File: src/rtl/latch_bank_ctrl_pkg.sv
// Shared definitions for the latch bank write controller: FSM state
// encodings, requester IDs and elaboration-time sizing helpers.
package latch_bank_ctrl_pkg;

  typedef enum logic [1:0] {
    IDLE   = 2'd0,
    SETUP  = 2'd1,
    ENABLE = 2'd2,
    HOLD   = 2'd3
  } ctrlStateT;

  typedef enum logic {
    REQ_A = 1'b0,
    REQ_B = 1'b1
  } reqIdT;

  function automatic int maxOf3(input int a, input int b, input int c);
    int m;
    m = (a > b) ? a : b;
    return (m > c) ? m : c;
  endfunction

  // Counter holds duration-1 down to 0, so maxVal distinct values are needed.
  function automatic int cntWidth(input int maxVal);
    return (maxVal <= 2) ? 1 : $clog2(maxVal);
  endfunction

endpackage

File: src/rtl/latch_bank_ctrl_phase_timer.sv
// Loadable down-counter timing each write phase; Expire flags the last
// cycle of the phase so the FSM can advance on the following edge.
module phase_timer #(
  parameter int CntW = 1
) (
  input  logic            Clk,
  input  logic            Rst,
  input  logic            Load,
  input  logic [CntW-1:0] LoadVal,
  output logic            Expire
);

  logic [CntW-1:0] count;

  // NOTE: sequential state uses non-blocking assignments so every register
  // samples pre-edge values regardless of process evaluation order.
  always_ff @(posedge Clk or posedge Rst) begin
    if (Rst) begin
      count <= '0;
    end else if (Load) begin
      count <= LoadVal;
    end else if (count != '0) begin
      count <= count - 1'b1;
    end
  end

  assign Expire = (count == '0);

endmodule

File: src/rtl/latch_bank_ctrl.sv
// Round-robin write arbiter for a bank of D-latch words; sequences each
// write as setup, one-hot enable pulse, hold, then a single-cycle Ack.
module latch_bank_ctrl
  import latch_bank_ctrl_pkg::*;
#(
  parameter int WIDTH     = 8,
  parameter int ADDR_W    = 2,
  parameter int SETUP_CYC = 1,
  parameter int EN_CYC    = 2,
  parameter int HOLD_CYC  = 1
) (
  input  logic                 Clk,
  input  logic                 Rst,
  input  logic                 ReqA,
  input  logic [ADDR_W-1:0]    AddrA,
  input  logic [WIDTH-1:0]     DataA,
  input  logic                 ReqB,
  input  logic [ADDR_W-1:0]    AddrB,
  input  logic [WIDTH-1:0]     DataB,
  output logic                 AckA,
  output logic                 AckB,
  output logic [2**ADDR_W-1:0] LatchEn,
  output logic [WIDTH-1:0]     LatchD,
  output logic                 Busy
);

  localparam int Depth = 2**ADDR_W;
  localparam int CntW  = cntWidth(maxOf3(SETUP_CYC, EN_CYC, HOLD_CYC));

  ctrlStateT         state, stateNext;
  reqIdT             grantId, grantNext;
  reqIdT             lastWinner, lastWinnerNext;
  logic [ADDR_W-1:0] capAddr, capAddrNext;
  logic [Depth-1:0]  enNext;
  logic [WIDTH-1:0]  dNext;
  logic              ackANext, ackBNext;
  logic              timerLoad, timerExpire;
  logic [CntW-1:0]   timerVal;
  logic              eligA, eligB, pickB;

  // A requester whose Ack is still up is finishing, not asking again.
  assign eligA = ReqA && !AckA;
  assign eligB = ReqB && !AckB;
  assign pickB = eligB && (!eligA || (lastWinner == REQ_A));

  phase_timer #(.CntW(CntW)) u_timer (
    .Clk     (Clk),
    .Rst     (Rst),
    .Load    (timerLoad),
    .LoadVal (timerVal),
    .Expire  (timerExpire)
  );

  // NOTE: every signal gets a default before the case so no path leaves it
  // unassigned, which would otherwise infer a latch.
  always_comb begin
    stateNext      = state;
    grantNext      = grantId;
    lastWinnerNext = lastWinner;
    capAddrNext    = capAddr;
    dNext          = LatchD;
    enNext         = '0;
    ackANext       = 1'b0;
    ackBNext       = 1'b0;
    timerLoad      = 1'b0;
    timerVal       = '0;

    case (state)
      IDLE: begin
        if (eligA || eligB) begin
          grantNext      = pickB ? REQ_B : REQ_A;
          lastWinnerNext = pickB ? REQ_B : REQ_A;
          capAddrNext    = pickB ? AddrB : AddrA;
          dNext          = pickB ? DataB : DataA;
          stateNext      = SETUP;
          timerLoad      = 1'b1;
          timerVal       = CntW'(SETUP_CYC - 1);
        end
      end
      SETUP: begin
        if (timerExpire) begin
          stateNext       = ENABLE;
          enNext[capAddr] = 1'b1;
          timerLoad       = 1'b1;
          timerVal        = CntW'(EN_CYC - 1);
        end
      end
      ENABLE: begin
        if (timerExpire) begin
          stateNext = HOLD;
          timerLoad = 1'b1;
          timerVal  = CntW'(HOLD_CYC - 1);
        end else begin
          enNext[capAddr] = 1'b1;
        end
      end
      HOLD: begin
        if (timerExpire) begin
          stateNext = IDLE;
          ackANext  = (grantId == REQ_A);
          ackBNext  = (grantId == REQ_B);
        end
      end
      default: stateNext = IDLE;
    endcase
  end

  always_ff @(posedge Clk or posedge Rst) begin
    if (Rst) begin
      state      <= IDLE;
      grantId    <= REQ_A;
      lastWinner <= REQ_B;
      capAddr    <= '0;
      LatchEn    <= '0;
      LatchD     <= '0;
      AckA       <= 1'b0;
      AckB       <= 1'b0;
      Busy       <= 1'b0;
    end else begin
      state      <= stateNext;
      grantId    <= grantNext;
      lastWinner <= lastWinnerNext;
      capAddr    <= capAddrNext;
      LatchEn    <= enNext;
      LatchD     <= dNext;
      AckA       <= ackANext;
      AckB       <= ackBNext;
      Busy       <= (stateNext != IDLE);
    end
  end

endmodule

File: config.mk
export PLATFORM = sky130hd
export DESIGN_NAME = latch_bank_ctrl
export DESIGN_NICKNAME = d
export VERILOG_FILES = /design/src/rtl/latch_bank_ctrl_pkg.sv /design/src/rtl/latch_bank_ctrl_phase_timer.sv /design/src/rtl/latch_bank_ctrl.sv
export SDC_FILE = /design/constraint.sdc
export NUM_CORES = 1
export LEC_CHECK = 0
export CAP_MARGIN = 30
export CORE_UTILIZATION = 49
export DETAILED_ROUTE_END_ITERATION = 10
export PLACE_DENSITY = 0.91
export SYNTH_ARGS = -nofsm -noshare
export SYNTH_HDL_FRONTEND = slang
export SYNTH_HIERARCHICAL = 1
export SYNTH_SLANG_ARGS = --single-unit
File: constraint.sdc
create_clock -name Clk -period 2.6 [get_ports Clk]
set_input_delay 0.39 -clock Clk [delete_from_list [all_inputs] [get_ports Clk]]
set_output_delay 0.39 -clock Clk [all_outputs]
set_load 0.005 [all_outputs]
==> run_results.csv <==
group,metric,value,unit
clock_tree,clock-sinks,22,
worst_hold_path,hp-class,"in -> async",
outcome,outcome,"finished, final reports clean",
place,port_buffers,38,
clock_tree,clk_latency,0.31,ns
final_layout,drive_above_1_share,19.0,%
synthesis,ys_ff_latch,22,
global_route,grt_pass1_vias,981,
routing,drtIter0Drc,9,
critical_path,crit_path_end_kind,"output pin",
global_route,overflow,0,
critical_path,critPathLaunchType,"flop",
power_and_ir_drop,peakVddDrop,698,µV
critical_path,cpPeakStageDelay,0.55,ns
clock_tree,cts-htree-levels,1,
routing,dr.pass1.iters,3,
final_layout,nets,184,
sta,post-route-period-util,64.4,%
clock_tree,post_cts_resized,0,
clock_tree,cts.path.max_buffers,2,
synthesis,synth_edf_count,0,
floorplanning,rows,17,
routing,vias,927,
place,routabilityCongestion,0.757,
critical_path,path_class,"reg -> out",
synthesis,synthesis.nets,145,
power_and_ir_drop,leakagePower,0.000684,µW
synthesis,synth.top_cell.area_share,43.8,%
sta,tightest_slew,0.770,ns
critical_path,r2r_setup_slack,0.99,ns
power_and_ir_drop,power,1690,µW
synthesis,synth_top_area_cell,"dfrtp_1",
power_and_ir_drop,power.density,1050,mW/mm²
sta,max_freq,0.597,GHz
clock_tree,cts_setup_buffers,0,
synthesis,syn_inst,115,
synthesis,synth_area_leaders,"dfrtp_1 44%, a21oi_2 13%, ha_1 6.3%",
synthesis,synth.avg_cell_area,10.4,µm²
global_route,grt_pass1_wl,4060,µm
sta,fin_crit,1.68,ns
synthesis,synthTopCellsByCount,"21 x dfrtp_1, 18 x a21oi_2, 15 x nor2_1",
critical_path,cp_num_buf_inv,1,
sta,rsz0062_at_grt,"no",
critical_path,critPathRequiredTime,2.21,ns
sta,final_hold_viol_count,0,
critical_path,worstPathArrival,1.29,ns
clock_tree,path_clk_slew,0.12,ns
critical_path,cp_slowest_cell,"clkdlybuf4s50_1",
synthesis,synth.distinct_cells,30,
sta,setup_viol,0,
synthesis,synth_most_common_cell,"dfrtp_1",
critical_path,cp_cell_sequence,"clkdlybuf4s50_1",
global_route,grt_start_max_net_pins,22,
floorplanning,core_area,0.00225,mm²
place,hpwl,1800,µm
clock_tree,root_buffer,"clkbuf_4",
job,maxCapViolCount,0,
synthesis,ys.flop_type,"dfrtp_1",
clock_tree,cts_tree,"built",
routing,post_drt_wl_per_cell,12.8,µm
sta,final-max-slew-violation-count,0,
synthesis,yosys_warnings,6,
critical_path,crit_family,"buffers and inverters",
sta,worst_clock_skew,0.0100,ns
routing,antenna_left,0,
floorplanning,fp.dieH,51.5,µm
final_layout,final_util,71.1,%
floorplanning,start_util,53.2,%
floorplanning,die_x,51.5,µm
critical_path,cp_max_fo,3,
synthesis,synth_seq_area_share,46.0,%
final_layout,area_growth,33.7,%
clock_tree,ctsHoldBuffers,0,
clock_tree,cts-buffers-inserted,3,
routing,wl,2310,µm
sta,max_slew_margin,48.6,%
floorplanning,dieArea,0.00265,mm²
global_route,groute.usage.overall,20.8,%
routing,drc,0,
synthesis,synthArstFlopShare,100,%
global_route,antenna_found_initial,0,
sta,tns,0,ns
floorplanning,io_pins,39,
final_layout,num_antenna_cells,0,
routing,via_per_inst,5.12,
synthesis,syn_area,0.00120,mm²
[layout by cell type (no fill, tap or decap), types with 2 or more instances in the layout]
cell             instances
inv_1                    5
clkdlybuf4s50_1         38
dfrtp_1                 21
a22o_1                   2
nor2b_1                  3
and3_1                   2
clkbuf_4                 3
ha_1                     6
and2_1                   2
nand3_1                  2
nand2_1                 14
a21oi_2                 18
a21oi_1                  4
nor2_1                  15
nor2b_4                  2
[state kept, by name (all words and copies together) (netlist names)]
register and cells:
capAddr 2, Busy 1, AckB 1, state 2
LatchEn 4, AckA 1, LatchD 8, lastWinner 1
u_timer/count 1, grantId 1
[per-stage QoR]
| step | cells | hold slack [ns] | setup slack [ns] | cell area, µm² |
|---|---|---|---|---|
| 2_1_floorplan | 115 | 0.119 | 1.19 | 1200 |
| 3_3_place_gp | 177 | 0.442 | 0.810 | 1580 |
| 3_5_place_dp | 177 | 0.450 | 0.783 | 1580 |
| 4_1_cts | 181 | 0.230 | 0.923 | 1600 |
| 5_1_grt | 181 | 0.226 | 0.856 | 1600 |
| 6_report | 181 | 0.220 | 0.925 | 1600 |
[worst register-to-register path, stage by stage, from the launching register on]
cell and delay (ns):
dfrtp_1 0.48, inv_1 0.14, ha_1 0.28, a21boi_2 0.45
nor2_1 0.12, a21oi_2 0.11
[path summary, 6_finish.rpt]
kind,endpoint,startpoint,cells past startpoint
setup / recovery,AckA,AckA$_DFF_PP0_,1
hold / removal,u_timer/count$_DFF_PP0_,Rst,2
setup reg to reg,LatchD[6]$_DFFE_PP0P_,state[1]$_DFF_PP0_,5
hold reg to reg,AckA$_DFF_PP0_,grantId$_DFFE_PP0P_,1
max in group asynchronous,LatchD[7]$_DFFE_PP0P_,Rst,2
min in group Clk,AckA$_DFF_PP0_,grantId$_DFFE_PP0P_,1
[report_power, final]
group / internal, µW / total (µW) / switching, µW / leakage (µW)
logic: 469 / 913 / 444 / 0.000404
clock network: 59.9 / 162 / 102 / 0.0000150
registers: 498 / 611 / 113 / 0.000265
[metal layers]
layer,share of wire [%],up-vias,routed length [µm],global-route usage (%)
met3,4.4,2,102,3.57
met4,0.43,0,10,5.41
met1,42,430,972,23.5
met2,53,31,1230,39.6
met5,0,-,0,0
li1,-,464,-,-
[logic make-up after synthesis]
| logic type | count (synthesis) | synth area share [%] |
|---|---|---|
| compound gates | 33 | 23.8 |
| fa+ha+maj | 6 | 6.26 |
| flops | 22 | 46.0 |
| simple gates | 45 | 19.3 |
| buf+inv | 9 | 4.69 |
[area by class of cell]
class | instances | area, µm²
clock buffer | 4 | 26.3
multi-input combinational | 84 | 592
fill | 181 | 651
sequential | 22 | 552
timing repair buffer | 38 | 380
inverter | 5 | 18.8
tap | 28 | 35.0
No activity file was read; power rests on OpenSTA's default activity.
